[src/rtl/mul16_share_pkg.sv]
// Shared types and sizing for the time-shared 16x16 multiplier scheduler.
package mul16_share_pkg;

   localparam int unsigned NUM_REQ_DEF = 4;
   localparam int unsigned ID_W_DEF    = 2;
   localparam int unsigned ID_MAX_W    = 3;
   localparam int unsigned OP_W        = 16;
   localparam int unsigned PROD_W      = 32;

   typedef struct packed {
      logic [OP_W-1:0]     a;
      logic [OP_W-1:0]     b;
      logic [ID_MAX_W-1:0] id;
   } op_t;

endpackage

[src/rtl/mul16_evo312.sv]
// Approximate 16x16 unsigned multiplier: product columns 0..7 are OR-compressed
// (carries dropped), columns 8 and up are summed exactly.
module mul16_evo312 (
   input  logic [15:0] a,
   input  logic [15:0] b,
   output logic [31:0] y
);

   logic [31:0] row;
   logic [31:0] lo_or;
   logic [31:0] hi_sum;

   always_comb begin
      row    = '0;
      lo_or  = '0;
      hi_sum = '0;
      for (int unsigned j = 0; j < 16; j++) begin
         row    = {16'd0, a & {16{b[j]}}} << j;
         lo_or  = lo_or | (row & 32'h0000_00FF);
         hi_sum = hi_sum + (row & 32'hFFFF_FF00);
      end
      y = hi_sum | lo_or;
   end

endmodule

[src/rtl/mul16_share_sched_rr_arbiter.sv]
// Round-robin arbiter: wrap-around priority search from ptr, one-hot grant,
// pointer moves past the winner only when the grant is accepted.
module rr_arbiter #(
   parameter int unsigned NUM_REQ = 4,
   parameter int unsigned ID_W    = 2
) (
   input  logic               clk,
   input  logic               rst_n,
   input  logic [NUM_REQ-1:0] req,
   input  logic               accept,
   output logic [NUM_REQ-1:0] grant,
   output logic [ID_W-1:0]    grant_id,
   output logic               grant_vld
);

   logic [ID_W-1:0] ptr;

   always_comb begin
      int unsigned     idx;
      logic [ID_W-1:0] sel;
      idx       = 0;
      sel       = '0;
      grant     = '0;
      grant_id  = '0;
      grant_vld = 1'b0;
      for (int unsigned k = 0; k < NUM_REQ; k++) begin
         idx = 32'(ptr) + k;
         if (idx >= NUM_REQ) idx = idx - NUM_REQ;
         sel = ID_W'(idx);
         if (!grant_vld && req[sel]) begin
            grant_vld  = 1'b1;
            grant[sel] = 1'b1;
            grant_id   = sel;
         end
      end
   end

   always_ff @(posedge clk or negedge rst_n) begin
      if (!rst_n) begin
         ptr <= '0;
      end else if (accept) begin
         ptr <= (32'(grant_id) == NUM_REQ - 1) ? '0 : grant_id + 1'b1;
      end
   end

endmodule

[src/rtl/mul16_share_sched.sv]
// Shares one mul16_evo312 among NUM_REQ valid/ready requesters; operands and
// product are registered so the multiplier sits alone between two flop stages.
module mul16_share_sched
   import mul16_share_pkg::*;
#(
   parameter int unsigned NUM_REQ = NUM_REQ_DEF,
   parameter int unsigned ID_W    = ID_W_DEF
) (
   input  logic                    clk,
   input  logic                    rst_n,
   input  logic [NUM_REQ-1:0]      req_valid,
   output logic [NUM_REQ-1:0]      req_ready,
   input  logic [NUM_REQ*OP_W-1:0] req_a,
   input  logic [NUM_REQ*OP_W-1:0] req_b,
   output logic                    rsp_valid,
   input  logic                    rsp_ready,
   output logic [ID_W-1:0]         rsp_id,
   output logic [PROD_W-1:0]       rsp_c,
   output logic                    busy,
   output logic [31:0]             ops_done
);

   logic [NUM_REQ-1:0] grant;
   logic [ID_W-1:0]    grant_id;
   logic               grant_vld;
   logic               s1_vld;
   op_t                op;
   logic [PROD_W-1:0]  prod;
   logic               adv1;
   logic               adv2;
   logic               accept;

   // Stage 2 frees up when empty or draining; stage 1 when empty or moving on.
   assign adv2      = !rsp_valid || rsp_ready;
   assign adv1      = !s1_vld || adv2;
   assign accept    = grant_vld && adv1 && rst_n;
   assign req_ready = grant & {NUM_REQ{adv1 && rst_n}};
   assign busy      = s1_vld || rsp_valid;

   rr_arbiter #(
      .NUM_REQ (NUM_REQ),
      .ID_W    (ID_W)
   ) u_arb (
      .clk       (clk),
      .rst_n     (rst_n),
      .req       (req_valid),
      .accept    (accept),
      .grant     (grant),
      .grant_id  (grant_id),
      .grant_vld (grant_vld)
   );

   mul16_evo312 u_mul (
      .a (op.a),
      .b (op.b),
      .y (prod)
   );

   always_ff @(posedge clk or negedge rst_n) begin
      if (!rst_n) begin
         s1_vld <= 1'b0;
         op     <= '0;
      end else if (adv1) begin
         s1_vld <= accept;
         if (accept) begin
            op.a  <= req_a[OP_W*grant_id +: OP_W];
            op.b  <= req_b[OP_W*grant_id +: OP_W];
            op.id <= ID_MAX_W'(grant_id);
         end
      end
   end

   always_ff @(posedge clk or negedge rst_n) begin
      if (!rst_n) begin
         rsp_valid <= 1'b0;
         rsp_c     <= '0;
         rsp_id    <= '0;
         ops_done  <= '0;
      end else begin
         if (adv2) begin
            rsp_valid <= s1_vld;
            if (s1_vld) begin
               rsp_c  <= prod;
               rsp_id <= op.id[ID_W-1:0];
            end
         end
         if (rsp_valid && rsp_ready) ops_done <= ops_done + 32'd1;
      end
   end

endmodule
[config.mk]
export PLATFORM = sky130hd
export DESIGN_NAME = mul16_share_sched
export DESIGN_NICKNAME = d
export VERILOG_FILES = /design/src/rtl/mul16_share_pkg.sv /design/src/rtl/mul16_evo312.sv /design/src/rtl/mul16_share_sched_rr_arbiter.sv /design/src/rtl/mul16_share_sched.sv
export SDC_FILE = /design/constraint.sdc
export NUM_CORES = 1
export LEC_CHECK = 0
export CAP_MARGIN = 15
export CORE_ASPECT_RATIO = 1.75
export CORE_MARGIN = 3
export CORE_UTILIZATION = 60
export CTS_CLUSTER_DIAMETER = 30
export DETAILED_ROUTE_END_ITERATION = 10
export PLACE_DENSITY_LB_ADDON = 0.3
export SLEW_MARGIN = 40
export SYNTH_ARGS = -nofsm -noshare
export SYNTH_HDL_FRONTEND = slang
export SYNTH_SLANG_ARGS = --single-unit
[constraint.sdc]
create_clock -name clk -period 14.43 [get_ports clk]
set_clock_uncertainty 0.15 [all_clocks]
set_input_delay 2.886 -clock clk [delete_from_list [all_inputs] [get_ports clk]]
set_output_delay 2.886 -clock clk [all_outputs]
set_load 0.02 [all_outputs]
==> flow_summary.toml <==
[run_status]
status = "completed"

[clocking]
insertion_delay_ns = 0.36
cts-hold-fix-buffers = 0
numCtsBuffers = 9
ctsResizeCount = 0
cts_max_level = 3
cts_sinks = 104
cts-root-buf = "clkbuf_16"
post_cts_buffers = 0
clk_pin_slew_ns = 0.08
cts_tree = "built"
cts.path.max_buffers = 2

[worst_hold_path]
hold_path.class = "flop to flop"

[yosys]
synth_edf_count = 0
synthFlopType = "dfrtp_1"
synth_nets = 1694
yosysWarningCount = 0
synth-seq-cells = 104
synthDistinctLibCells = 61
syn_area_per_cell_um2 = 9.790
seq_area_frac_synth = 0.2040
syn-instance-count = 1303
synthArstFlopShare = 1.000
netlist_area_mm2 = 0.01276

[cells_and_area]
final_common_cell = "clkdlybuf4s50_1"
finish.net_count = 1856
n_fill_cell = 1529
antenna_cells = 0
final_cell_mix = "clkdlybuf4s50_1, nand2_1, inv_1"
area_growth_pct = 19.14
drive_gt1_frac = 0.05646

[placement]
gp_congestion = 0.8891
hpwl_um = 26390
portBuffers = 206
dp_slack_ns = 5.991

[detailed_routing]
drcViolationCount = 0
avgRoutedWirePerCell_um = 19.66
antenna_left = 0
viasPerCell = 5.823
dr.pass1.iters = 6
wirelength_um = 33850
via_count = 10030
dr.first_iter.drc_count = 723

[global_route]
grt_pass1_wl_um = 55100
grt_max_degree = 66
grt.busiest_layer = "met2"
grt_pass1_vias = 11080
grt_usage = 0.3067
grt_overflow_total = 0
antenna_found_initial = 0
grtUsageMet1 = 0.3420
use_met3 = 0.04262
use_met2 = 0.5692

[floorplan]
fp-row-count = 70
start_util = 0.6094
die_w_um = 116.2
dieArea_mm2 = 0.02311
die_h_um = 198.9
core_area_mm2 = 0.02093
num_io_pins = 207

[sta]
rsz0062_at_grt = "false"
period_minus_slack_ns = 8.446
drv_slew = 0
layout_setup_ws_ns = 5.984
setup_viol = 0
fin_crit_sh = 0.5853
fin_tns_setup_ns = 0
fmax_mhz = 118.4
worstMarginPinSlew_ns = 0.7783
finalHoldViolations = 0
slew_headroom = 0.4811

[worst_setup_path]
slowest_delay_ns = 0.60
endpoint_kind = "flop"
crit_path_start_kind = "flop"
cpMaxStageDelayCell = "dfrtp_1"
crit_required_ns = 14.56
worst-setup-path-type = "flop to flop"
cp_max_fo = 17
arrival_ns = 8.58
cp_common_cell = "fa_1"

[run]
maxCapViolations = 0
==> final timing paths <==
| kind | to | slack (ns) | from | cells after the start |
|---|---|---|---|---|
| min | ops_done[31]$_DFFE_PN0P_ | 0.33 | ops_done[31]$_DFFE_PN0P_ | 1 |
| max | rsp_c[31]$_DFFE_PN0P_ | 5.98 | op[26]$_DFFE_PN0P_ | 28 |
| max reg2reg | rsp_c[31]$_DFFE_PN0P_ | 5.98 | op[26]$_DFFE_PN0P_ | 28 |
| max in group asynchronous | rsp_c[7]$_DFFE_PN0P_ | 10.54 | rst_n | 2 |
| min in group asynchronous | u_arb.ptr[0]$_DFFE_PN0P_ | 2.41 | rst_n | 1 |
| min reg2reg | ops_done[31]$_DFFE_PN0P_ | 0.33 | ops_done[31]$_DFFE_PN0P_ | 1 |
==> flip-flops by register name, indices dropped and copies added (netlist names) <==
register and cells:
rsp_id 2, rsp_valid 1, u_arb.ptr 2, ops_done 32
op 34, rsp_c 32, s1_vld 1
==> synthesized netlist by cell type, types with 4 or more instances <==
master	instances	area (µm²)
a21o_1	9	67.56
a21oi_1	28	140.1
a221oi_1	10	87.58
a22o_1	4	35.03
a22oi_1	8	60.06
a31oi_1	8	50.05
and2_1	120	750.7
and3_1	8	50.05
buf_2	7	35.03
clkbuf_1	51	191.4
dfrtp_1	104	2603
fa_1	169	3383
ha_1	87	1089
inv_1	172	645.6
mux2_2	34	382.9
mux2i_1	102	1021
nand2_1	177	664.4
nand2b_1	5	31.28
nand3_1	13	65.06
nand4_1	9	56.30
nor2_1	36	135.1
nor3_1	6	30.03
o21ai_0	25	125.1
o21bai_1	4	30.03
xnor2_1	41	359.1
xor2_1	15	131.4
==> critical path: cells and delay by family (launching register included) <==
family | cells | cell delay (ns)
adder cells (fa/ha/maj) | 9 | 4.02
AO/OA/AOI/OAI | 8 | 2.01
AND/OR/NAND/NOR | 6 | 1.19
flip-flops | 1 | 0.60
buffers and inverters | 4 | 0.21
XOR/XNOR | 1 | 0.16
==> kinds of logic (layout without fill, tap and decap cells) <==
kind of cell | Yosys count | count (layout) | share of synthesized area
simple gates | 390 | 390 | 0.1521
compound gates | 119 | 119 | 0.06258
fa+ha+maj | 256 | 256 | 0.3506
flops | 104 | 104 | 0.2040
buf+inv | 239 | 406 | 0.07690
mux | 139 | 139 | 0.1154
xor+xnor | 56 | 56 | 0.03845
==> per-stage QoR <==
stage	hold slack (ns)	utilization	instances	area, µm²
2_1_floorplan	0.2848	-	1303	12760
3_3_place_gp	0.3022	0.7116	1706	14900
3_5_place_dp	0.3115	0.7122	1706	14910
4_1_cts	0.3326	0.7260	1722	15200
5_1_grt	0.3424	0.7260	1722	15200
6_report	0.3282	0.7260	1722	15200
==> cell type report <==
class,instances,area (µm²),area share
clock buffers,10,239.0,0.01573
clock inverters,6,50.05,0.003293
inverters,172,645.6,0.04248
multi-input cells,960,9195,0.6051
flip-flops and latches,104,2603,0.1712
well taps,252,315.3,0.02075
repair buffers,218,2150,0.1414
==> routing by layer <==
metal	vias to the layer above	share of wire
met5	-	0
met4	0	0.043
met3	111	0.058
met2	418	0.55
met1	5006	0.35
li1	4493	-
Power is not shown: default switching activity piles up to over one toggle a cycle in this logic, so the estimate is an artifact.
